--- src/rtl/spi_flash_streamer.sv ---
// spi_flash_streamer: SPI flash READ sequencer that shifts out command and address,
// then streams the requested number of received bytes as single-cycle strobes.
module spi_flash_streamer #(
   parameter int         AddrWidth = 24,
   parameter int         LenWidth  = 16,
   parameter logic [7:0] CmdRead   = 8'h03
) (
   input  logic                 sclk,
   input  logic                 reset,
   input  logic                 req,
   input  logic [AddrWidth-1:0] req_addr,
   input  logic [LenWidth-1:0]  req_len,
   input  logic                 abort,
   output logic                 busy,
   output logic                 done,
   output logic                 cs_n,
   output logic                 mosi,
   input  logic                 miso,
   output logic [7:0]           byte_data,
   output logic                 byte_valid
);
   localparam int SW = 7 + AddrWidth;

   typedef enum logic [2:0] {IDLE, CMD, ADDR, DATA, END} state_t;

   state_t              state, state_d;
   logic [4:0]          cnt, cnt_d;
   logic [SW-1:0]       sh, sh_d;
   logic [7:0]          rx, rx_d, rx_next, byte_data_d;
   logic [LenWidth-1:0] left, left_d;
   logic                mosi_d, cs_n_d, busy_d, done_d, byte_valid_d;

   assign rx_next = {rx[6:0], miso};

   always_ff @(posedge sclk or posedge reset) begin
      if (reset) begin
         state      <= IDLE;
         cnt        <= '0;
         sh         <= '0;
         rx         <= '0;
         left       <= '0;
         mosi       <= 1'b0;
         cs_n       <= 1'b1;
         busy       <= 1'b0;
         done       <= 1'b0;
         byte_data  <= '0;
         byte_valid <= 1'b0;
      end else begin
         state      <= state_d;
         cnt        <= cnt_d;
         sh         <= sh_d;
         rx         <= rx_d;
         left       <= left_d;
         mosi       <= mosi_d;
         cs_n       <= cs_n_d;
         busy       <= busy_d;
         done       <= done_d;
         byte_data  <= byte_data_d;
         byte_valid <= byte_valid_d;
      end
   end

   always_comb begin
      state_d      = state;
      cnt_d        = cnt;
      sh_d         = sh;
      rx_d         = rx;
      left_d       = left;
      mosi_d       = mosi;
      cs_n_d       = cs_n;
      busy_d       = busy;
      done_d       = 1'b0;
      byte_data_d  = byte_data;
      byte_valid_d = 1'b0;
      case (state)
         IDLE: if (req && !abort) begin
            if (req_len == '0) state_d = END;
            else begin
               state_d = CMD;
               cnt_d   = '0;
               sh_d    = {CmdRead[6:0], req_addr};
               left_d  = req_len;
               busy_d  = 1'b1;
               cs_n_d  = 1'b0;
               mosi_d  = CmdRead[7];
            end
         end
         // cnt counts bits presented after the command MSB; SW of them finish address
         CMD, ADDR: begin
            mosi_d = sh[SW-1];
            sh_d   = sh << 1;
            cnt_d  = cnt + 5'd1;
            if (state == CMD && cnt == 5'd7) state_d = ADDR;
            if (cnt == 5'(SW)) begin
               state_d = DATA;
               cnt_d   = '0;
               mosi_d  = 1'b0;
            end
         end
         DATA: begin
            rx_d  = rx_next;
            cnt_d = cnt + 5'd1;
            if (cnt == 5'd7) begin
               cnt_d        = '0;
               byte_data_d  = rx_next;
               byte_valid_d = 1'b1;
               left_d       = left - 1'b1;
               if (left == LenWidth'(1)) begin
                  cs_n_d  = 1'b1;
                  state_d = END;
               end
            end
         end
         END: begin
            done_d  = 1'b1;
            busy_d  = 1'b0;
            cnt_d   = '0;
            state_d = IDLE;
         end
         default: state_d = IDLE;
      endcase
      // abort discards any byte completing on the same edge
      if (abort && (state == CMD || state == ADDR || state == DATA)) begin
         state_d      = END;
         cs_n_d       = 1'b1;
         mosi_d       = 1'b0;
         cnt_d        = '0;
         byte_valid_d = 1'b0;
         byte_data_d  = byte_data;
         left_d       = left;
      end
   end
endmodule

--- config.mk ---
export PLATFORM = sky130hd
export DESIGN_NAME = spi_flash_streamer
export DESIGN_NICKNAME = d
export VERILOG_FILES = /design/src/rtl/spi_flash_streamer.sv
export SDC_FILE = /design/constraint.sdc
export NUM_CORES = 1
export LEC_CHECK = 0
export BUFFER_PORTS_ARGS = -buffer_cell sky130_fd_sc_hd__buf_4
export CAP_MARGIN = 10
export CORE_MARGIN = 2
export CORE_UTILIZATION = 41
export DETAILED_ROUTE_END_ITERATION = 10
export GPL_ROUTABILITY_DRIVEN = 0
export GPL_TIMING_DRIVEN = 0
export SETUP_SLACK_MARGIN = 0.5
export SLEW_MARGIN = 20
export SYNTH_ARGS = -nofsm -noshare
export SYNTH_HDL_FRONTEND = slang
export SYNTH_SLANG_ARGS = --single-unit
--- constraint.sdc ---
create_clock -name sclk -period 6.8 [get_ports sclk]
set_clock_uncertainty 0.1 [all_clocks]
set_input_delay 0.68 -clock sclk [delete_from_list [all_inputs] [get_ports sclk]]
set_output_delay 0.68 -clock sclk [all_outputs]
set_load 0.1 [all_outputs]
==> results.md, run 1 <==
- Outcome: completed
- CP cell instances: clkbuf_1, nand2_1, nor2_1, clkbuf_1, o21ai_0, a21oi_1, a21oi_1
- Worst r2r dst: left[13]
- YS warnings: 0
- Area Growth Syn to Fin: 21.7%
- H-Tree Depth: 3
- Tcrit/Tclk final: 0.373
- Finished Cell Area: about 0.0044 mm²
- Setup TNS: 0 ns
- Largest net degree at the start of global routing: 46
- Top delay family on crit path: buffers and inverters
- Most common cell after layout, fill and taps aside: nor2_1
- CP Buf/Inv Count: 2
- CTS Root Cell: clkbuf_8
- Worst setup margin: ~4.3 ns
- Arrival time at the worst endpoint: between 2 and 3 ns
- Synth Flop Type: dfrtp_1
- Vias in the first global route: 3000
- Worst Tran Pin Value: between 0.7 and 0.8 ns
- Worst Hold Class: input pin to asynchronous set/reset pin
- Wire length per cell: approximately 15 µm
- Most frequent cells in the layout: 82 x nor2_1, 74 x dfrtp_1, 68 x nand2_1
- Ports: 58
- Mapped cell area: about 0.0036 mm²
- Sequential cell area: around 0.0019 mm²
- WS Path Type: flop to flop
- Final setup vio count: 0
- Slew HR: 0.474
- # DRC: 0
- # nets final: between 500 and 600
- Share of cells above drive strength 1: 0.184
- Asr flop ratio synth: 1.00
- Post-synthesis sequential area ratio: 0.517
- Diodes inserted: 0
- Multi-input logic area: around 0.0016 mm²
- Row count: 34
- Via Count: roughly 3200
- Die height: 98.2 µm
- Die width: 98.2 µm
- Clk_lat worst skew: about 0.35 ns
- Antenna violations before repair: 0
- Post-synth cell types: 52
- Reg2Reg Depth: 7
- Max-Cap Viols: 0
- Setup crit end kind: flop
- Final hold viol count: 0
- Initial DRT Pass Iterations: 4
- Initial Util: 0.419
- Final Slew Violations: 0
- Post-synth top area share: 0.509
- Die area: about 0.0096 mm²
- Syn nets: ~470
- Worst VDD drop: between 0.15 and 0.2 mV
- Clock sinks: between 70 and 80
- Post-synth top area cell: dfrtp_1
- CTS tree: yes
- Min cycle time layout: between 2 and 3 ns
- Post-Route WL: roughly 8.7 mm
- CP max stage delay: 0.56 ns
- Placed cell areas: approximately 0.0042 mm²
- Flops & latches, synth: 75
- Worst path slowest cell: nor2_1
- Max Clk Rate: around 0.39 GHz
- Syn Inst Count: 416
- Clk buf depth: 2
- Post-Syn Area per Cell: 8.74 µm²
- Startpoint class of the critical path: flop
- Core Area: slightly below 0.009 mm²
- Inst Count DP: between 500 and 600
- First-pass GRT wire length: about 15 mm
- Post-Layout Cell Count: about 600
- Post-CTS setup buffers: 0
- FF-to-FF Start: state[1]
- Leak Pwr: around 2.0 nW
- CTS clk-pin slew, worst paths: about 0.080 ns
- Power Density: around 400 mW/mm²
- FF-to-FF setup slack: between 4 and 5 ns
- Post_cts resized: 0
- Post-DRT Antenna Nets: 0
- Overall Global Routing Usage: 0.188
- Port Buffer Count: 57
- Unrepaired setup endpoints after global routing: no
- Fillers: around 900
- Initial DRC Count: ~130
- Place WS: just under 4 ns
- GR Overflow Total: 0
- Synth top area cells: dfrtp_1 51%, nor2_1 8.5%, nand2_1 7.0%, o21ai_0 4.3%, o22ai_1 4.1%
- Worst path required time: between 6 and 7 ns
- Hpwl dp: 6.24 mm
- TritonCTS buffer count: 9
- CP Max Fanout: 10
- Hold buffers post-CTS: 0
- Vias per cell: 5.33
- EDFF count, synth: 0
-- worst register-to-register path: cells and delay by family (launching register included) --
family | cells | cell delay, ns
flip-flops | 1 | 0.43
AND/OR/NAND/NOR | 2 | 0.71
buffers and inverters | 2 | 0.77
AO/OA/AOI/OAI | 3 | 0.41
-- per-stage QoR --
step | hold slack (ns) | util | power (mW)
after CTS | 0.238 | 0.510 | 1.80
after global routing | 0.259 | 0.510 | 1.93
final | 0.234 | 0.510 | 1.79
after floorplan | 0.339 | - | 1.26
after detailed placement | 0.369 | 0.487 | 1.45
after global placement | 0.356 | 0.484 | 1.43
-- cells by family after synthesis --
family          Yosys count  share of synthesized area
compound gates          110                      0.192
buf+inv                  28                     0.0334
flops                    75                      0.517
xor+xnor                  1                    0.00241
simple gates            197                      0.239
fa+ha+maj                 5                     0.0165
-- layout make-up --
class	count	share of cell area
sequential	75	0.425
clock buffer	12	0.0328
buffer	21	0.0215
clock inverter	4	0.0110
multi-input combinational	313	0.370
timing repair buffer	58	0.103
tap	108	0.0306
inverter	7	0.00651
-- routing by layer --
metal | track usage | vias to the layer above | share of wire
met4 | 0.0432 | 0 | 0.0089
met1 | 0.264 | 1502 | 0.48
met2 | 0.297 | 72 | 0.46
li1 | - | 1602 | -
met3 | 0.0480 | 9 | 0.051
met5 | 0 | - | 0
-- power breakdown --
group          total [mW]  switching, mW  internal [mW]
clock               0.341          0.161          0.180
sequential          0.734          0.119          0.616
combinational       0.710          0.455          0.255
total                1.79          0.735           1.05
-- flip-flops by register name, summed over array words and instances (netlist names) --
register and cells:
busy 1, byte_data 8, byte_valid 1, cnt 5, cs_n 1, done 1
left 16, mosi 1, rx 7, sh 31, state 3
-- Yosys cell counts (all sizes together), types with 2 or more instances --
master,instances
and3,5
o22a,2
nor4,3
a32o,2
and2,2
inv,7
buf,4
nand2,69
nor2,82
o21a,2
a21oi,24
or3,3
clkbuf,17
o22ai,24
nand3,8
o211ai,2
nand4,3
ha,4
nor3b,2
or2,4
a31oi,7
nor3,5
a2bb2oi,2
o21ai,35
dfrtp,74
or4,6
-- how the worst max path moves through the flow --
stage,startpoint,to,slack [ns],cells after the start
floorplan,reset,busy,4.11,1
global placement,reset,cnt[0],3.06,2
detailed placement,req_len[14],left[1],3.97,7
CTS,cnt[0],left[10],4.23,7
global route,state[0],left[8],4.04,7
finish,state[1],left[13],4.27,7
Note: power is estimated with default switching activity, not from simulation.
==> inputs of run 2 (changes only) <==
==> constraint.sdc (replaced) <==
create_clock -name sclk -period 2.4 [get_ports sclk]
set_clock_uncertainty 0.1 [all_clocks]
set_input_delay 0.24 -clock sclk [delete_from_list [all_inputs] [get_ports sclk]]
set_output_delay 0.24 -clock sclk [all_outputs]
set_load 0.1 [all_outputs]
==> results.md, run 2 (synthesized netlist as in run 1, its figures left out) <==
- Place WS: -0.155 ns (-4.12 ns)
- Post-Layout Cell Count: 631 (+5.5%)
- Worst setup margin: 0.446 ns (-3.82 ns)
- Die area: 0.00963 mm² (unchanged)
- Final hold viol count: 0 (unchanged)
- Outcome: completed
- Power Density: 1140 mW/mm² (+180%)
- Initial Util: 0.419 (unchanged)
- Wire length per cell: 15.3 µm (+5.1%)
- Worst Hold Class: input pin to flop
- Initial DRT Pass Iterations: 5 (+1)
- Row count: 34 (unchanged)
- Fillers: 828 (-5.6%)
- Max reg flops: 31 (unchanged)
- # nets final: 567 (+6.2%)
- Via Count: 3423 (+7.5%)
- Worst path required time: 2.59 ns (-4.34 ns)
- Overall Global Routing Usage: 0.202 (+0.0136)
- Die width: 98.2 µm (unchanged)
- Unrepaired setup endpoints after global routing: yes
- Hold Path Cell Cnt: 3
- Most common cell after layout, fill and taps aside: buf_4
- Vias in the first global route: 3326 (+11%)
- Post-Route WL: 9.68 mm (+11%)
- Share of cells above drive strength 1: 0.321 (+0.138)
- Worst Tran Pin Value: 0.558 ns (-0.224 ns)
- Min cycle time layout: about 2.0 ns
- CP max stage delay: 0.57 ns (about the same)
- Die height: 98.2 µm (unchanged)
- Hpwl dp: 6.23 mm (-0.17%)
- Worst path slowest cell: or4_4
- Inst Count DP: 583 (+0.17%)
- WS Path Type: input pin to flop
- Leak Pwr: 2.27 nW (+14%)
- CP Max Fanout: 6 (-4)
- Core Area: 0.00868 mm² (unchanged)
- Final setup vio count: 0 (unchanged)
- Final Slew Violations: 0 (unchanged)
- FF-to-FF setup slack: 0.48 ns (-3.79 ns)
- Largest net degree at the start of global routing: 35 (-24%)
- Reg2Reg Depth: 4 (-3)
- Hold EP: sh[8]
- Clk buf depth: 2 (unchanged)
- CTS tree: yes
- Reg with most FFs: sh
- Clk_lat worst skew: 0.35 ns (about the same)
- Post-DRT Antenna Nets: 0 (unchanged)
- Finished Cell Area: 0.00502 mm² (+14%)
- FF-to-FF Start: left[10]
- Initial DRC Count: 171 (+29%)
- Hold path start: req_addr[8]
- Largest registers: sh x31, left x16, byte_data x8
- Tcrit/Tclk final: 0.814
- CTS clk-pin slew, worst paths: 0.09 ns (about the same)
- CTS Root Cell: clkbuf_8
- CP cell instances: buf_4, or4_4, o41a_1, a21oi_4, buf_12, buf_8, o22a_1
- Port Buffer Count: 57 (unchanged)
- Antenna violations before repair: 0 (unchanged)
- Diodes inserted: 0 (unchanged)
- Worst VDD drop: 0.451 mV (+170%)
- Slew HR: 0.626 (+0.153)
- Most frequent cells in the layout: 82 x buf_4, 79 x nor2_1, 70 x dfrtp_1
- Area Growth Syn to Fin: 38.2%
- Startpoint class of the critical path: input pin
- Ports: 58 (unchanged)
- First-pass GRT wire length: 15.8 mm (+7.4%)
- Worst r2r dst: left[15]
- # DRC: 0 (unchanged)
- GR Overflow Total: 0 (unchanged)
- TritonCTS buffer count: 9 (unchanged)
- Setup crit end kind: flop
- Clock sinks: 75 (unchanged)
- Max Clk Rate: approximately 0.51 GHz
- Max-Cap Viols: 0 (unchanged)
- Arrival time at the worst endpoint: 2.14 ns (-0.53 ns)
- Tot Pwr: 5.74 mW (+220%)
- Placed cell areas: 0.00427 mm² (+0.92%)
- H-Tree Depth: 3 (unchanged)
- Vias per cell: 5.42 (+1.9%)
-- run 2: worst max-delay path by stage --
stage / startpoint / end / slack [ns] / cells after the start
final: req_len[6] / left[7] / 0.45 / 7
after floorplan: req_len[6] / left[11] / 0.43 / 5
after global routing: cnt[0] / left[4] / 0.41 / 9
after CTS: left[10] / cs_n / 0.47 / 5
after detailed placement: cnt[0] / left[10] / -0.16 / 7
after global placement: state[1] / left[13] / -0.11 / 7
-- run 2: per-stage QoR --
step | TNS [ns] | hold WS [ns] | utilization
after detailed placement | -1.03 | 0.182 | 0.492
after global placement | -0.640 | 0.349 | 0.487
after CTS | 0 | 0.0352 | 0.551
after floorplan | 0 | 0.245 | -
after global routing | 0 | 0.0499 | 0.579
final | 0 | 0.0422 | 0.579
-- run 2: area by class of cell --
| class | instances | area (µm²) | share of cell area |
|---|---|---|---|
| plain buffers | 21 | 148 | 0.0294 |
| clock buffers | 10 | 138 | 0.0274 |
| clock inverters | 6 | 95.1 | 0.0189 |
| inverters | 7 | 45.0 | 0.00897 |
| multi-input cells | 313 | 1810 | 0.361 |
| flip-flops and latches | 75 | 1880 | 0.375 |
| well taps | 108 | 135 | 0.0269 |
| repair buffers | 91 | 767 | 0.153 |
-- run 2: worst max-delay path: cells and delay by family --
kind                   cells  cell delay [ns]
buffers and inverters      3             0.40
AO/OA/AOI/OAI              3             0.92
AND/OR/NAND/NOR            1             0.57
-- run 2: timing repair --
action                                  in CTS  in global routing
gates cloned                                 0                  2
pin swaps                                    9                 14
hold endpoints to repair                    20                  0
endpoints found under the setup margin      69                 55
hold buffers                                 3                  0
buffers inserted                            15                 12
gates resized for setup                     37                 50
-- run 2: power breakdown --
group          switching [mW]  leakage (nW)  internal (mW)  total [mW]
combinational            1.46          1.25           1.03        2.49
clock                   0.510         0.117          0.625        1.14
sequential              0.364         0.900           1.75        2.11
-- run 2: per-layer routing --
| metal | track usage | share of wire |
|---|---|---|
| met4 | 0.0790 | 0.021 |
| met2 | 0.323 | 0.47 |
| met5 | 0 | 0 |
| met3 | 0.0358 | 0.050 |
| met1 | 0.274 | 0.46 |
==> inputs of run 3 (changes only) <==
==> constraint.sdc (replaced) <==
create_clock -name sclk -period 1.7 [get_ports sclk]
set_clock_uncertainty 0.1 [all_clocks]
set_input_delay 0.17 -clock sclk [delete_from_list [all_inputs] [get_ports sclk]]
set_output_delay 0.17 -clock sclk [all_outputs]
set_load 0.1 [all_outputs]
==> results.md, run 3 (synthesized netlist as in run 1, its figures left out) <==
- CP Buf/Inv Count: 0 (-3)
- Hpwl dp: 6.39 mm (+2.6%)
- Area Growth Syn to Fin: 69.9%
- GR Overflow Total: 0 (unchanged)
- Die height: 98.2 µm (unchanged)
- Antenna violations before repair: 0 (unchanged)
- Worst Hold Class: input pin to flop
- Min Hold Slack: -0.00458 ns (-0.0468 ns)
- First-pass GRT wire length: 18.0 mm (+14%)
- Tcrit/Tclk final: 1.14
- Overall Global Routing Usage: 0.231 (+0.0294)
- Worst setup margin: -0.239 ns (-0.685 ns)
- Most frequent cells in the layout: 80 x buf_4, 71 x dfrtp_1, 69 x nor2_1
- Clock sinks: 75 (unchanged)
- Worst Tran Pin Value: 0.670 ns (+0.112 ns)
- Post-Route WL: 11.6 mm (+20%)
- Arrival time at the worst endpoint: 2.13 ns (about the same)
- Port Buffer Count: 57 (unchanged)
- Top delay family on crit path: simple AND/OR/NAND/NOR gates
- CP Max Fanout: 5 (-1)
- Final hold viol count: 1 (+1)
- CTS tree: yes
- Startpoint class of the critical path: flop
- WS Path Type: flop to flop
- Slew HR: 0.549 (-0.0774)
- Vias per cell: 5.49 (+1.2%)
- Most common cell after layout, fill and taps aside: buf_4
- # nets final: 629 (+11%)
- Power Density: 1590 mW/mm² (+39%)
- Max reg flops: 31 (unchanged)
- CP max stage delay: 0.54 ns (-0.03 ns)
- Min cycle time layout: slightly below 2 ns
- Final setup vio count: 54 (+54)
- Die width: 98.2 µm (unchanged)
- Wire length per cell: 16.7 µm (+9.1%)
- Tot Pwr: 9.81 mW (+71%)
- Unrepaired setup endpoints after global routing: yes
- Post-DRT Antenna Nets: 0 (unchanged)
- TritonCTS buffer count: 9 (unchanged)
- CP cell instances: or3_1, or4_4, o31a_1, o21ai_1
- Failing checks: negative hold slack, negative setup slack
- CTS Root Cell: clkbuf_8
- Ports: 58 (unchanged)
- Initial Util: 0.419 (unchanged)
- Largest registers: sh x31, left x16, byte_data x8
- Initial DRT Pass Iterations: 4 (-1)
- H-Tree Depth: 3 (unchanged)
- Leak Pwr: 2.75 nW (+21%)
- Initial DRC Count: 199 (+16%)
- Share of cells above drive strength 1: 0.442 (+0.121)
- Setup crit end kind: flop
- Final Slew Violations: 0 (unchanged)
- Max Clk Rate: between 0.5 and 0.6 GHz
- Max-Cap Viols: 0 (unchanged)
- CTS clk-pin slew, worst paths: 0.09 ns (about the same)
- Outcome: finished with violations
- Largest net degree at the start of global routing: 32 (-8.6%)
- Die area: 0.00963 mm² (unchanged)
- Worst VDD drop: 0.846 mV (+88%)
- Diodes inserted: 0 (unchanged)
- Clk buf depth: 2 (unchanged)
- Reg with most FFs: sh
- Core Area: 0.00868 mm² (unchanged)
- Row count: 34 (unchanged)
- Worst path slowest cell: or4_4
- Via Count: 3799 (+11%)
- # DRC: 0 (unchanged)
- Vias in the first global route: 3746 (+13%)
- Worst path required time: 1.89 ns (-0.70 ns)
- Clk_lat worst skew: 0.36 ns (about the same)
-- run 3: cell count changes in the layout (fill, tap and decap cells not counted), sizes merged --
cell	previous run	this run
buf	93	141
dlygate4sd3	3	22
clkbuf	26	19
clkinvlp	1	3
bufinv	2	1
-- run 3: area by class of cell --
type | count | area (µm²)
Multi-Input combinational cell | 313 | 2060
Timing Repair inverter | 1 | 5.00
Buffer | 21 | 290
Clock inverter | 6 | 65.1
Timing Repair Buffer | 152 | 1580
Sequential cell | 75 | 1880
Tap cell | 108 | 135
Fill cell | 666 | 2500
Clock buffer | 9 | 124
Inverter | 7 | 40.0
-- run 3: power by group --
part           internal [mW]  total [mW]  switching (mW)
combinational           2.72        5.36            2.64
sequential              2.47        3.06           0.588
clock                  0.673        1.39           0.717
total                   5.86        9.81            3.95
-- run 3: timing repair --
| action | 4_1_cts | 5_1_grt |
|---|---|---|
| setup endpoints to repair | 87 | 93 |
| setup buffers | 47 | 20 |
| hold endpoints to repair | 42 | 0 |
| gates resized for setup | 162 | 66 |
| pin swaps | 21 | 33 |
| gates cloned | 4 | 1 |
| hold buffers | 22 | 0 |
-- run 3: worst min-delay path, delay by kind of cell --
family	cells	cell delay [ns]
AO/OA/AOI/OAI	1	0.07
buffers and inverters	1	0.08
AND/OR/NAND/NOR	1	0.10
-- run 3: routing by layer --
metal  up-vias  GRT usage  wire length [µm]
li1       1797          -                 -
met1      1860      0.307              4940
met2       117      0.376              5830
met3        25     0.0451               525
met4         0     0.0906               283
met5         -          0                 0
-- run 3: worst paths after layout --
check | start | end | slack (ns) | cells after the start
max reg2reg | left[8] | left[15] | -0.24 | 4
min in group asynchronous | reset | sh[21] | 0.28 | 3
min reg2reg | rx[6] | byte_data[7] | 0.38 | 2
max | left[8] | left[15] | -0.24 | 4
min | req_addr[3] | sh[3] | -0.005 | 3
max in group asynchronous | reset | state[1] | 0.74 | 4
-- run 3: per-stage QoR --
step / instances / worst slack, ns / TNS, ns / util / area [µm²]
3_5_place_dp: 583 / -0.860 / -33.48 / 0.502 / 4350
5_1_grt: 692 / -0.303 / -9.21 / 0.712 / 6180
2_1_floorplan: 416 / -0.228 / -7.49 / - / 3740
4_1_cts: 671 / -0.247 / -4.16 / 0.670 / 5820
6_report: 692 / -0.239 / -6.27 / 0.712 / 6180
3_3_place_gp: 581 / -0.813 / -33.04 / 0.496 / 4310
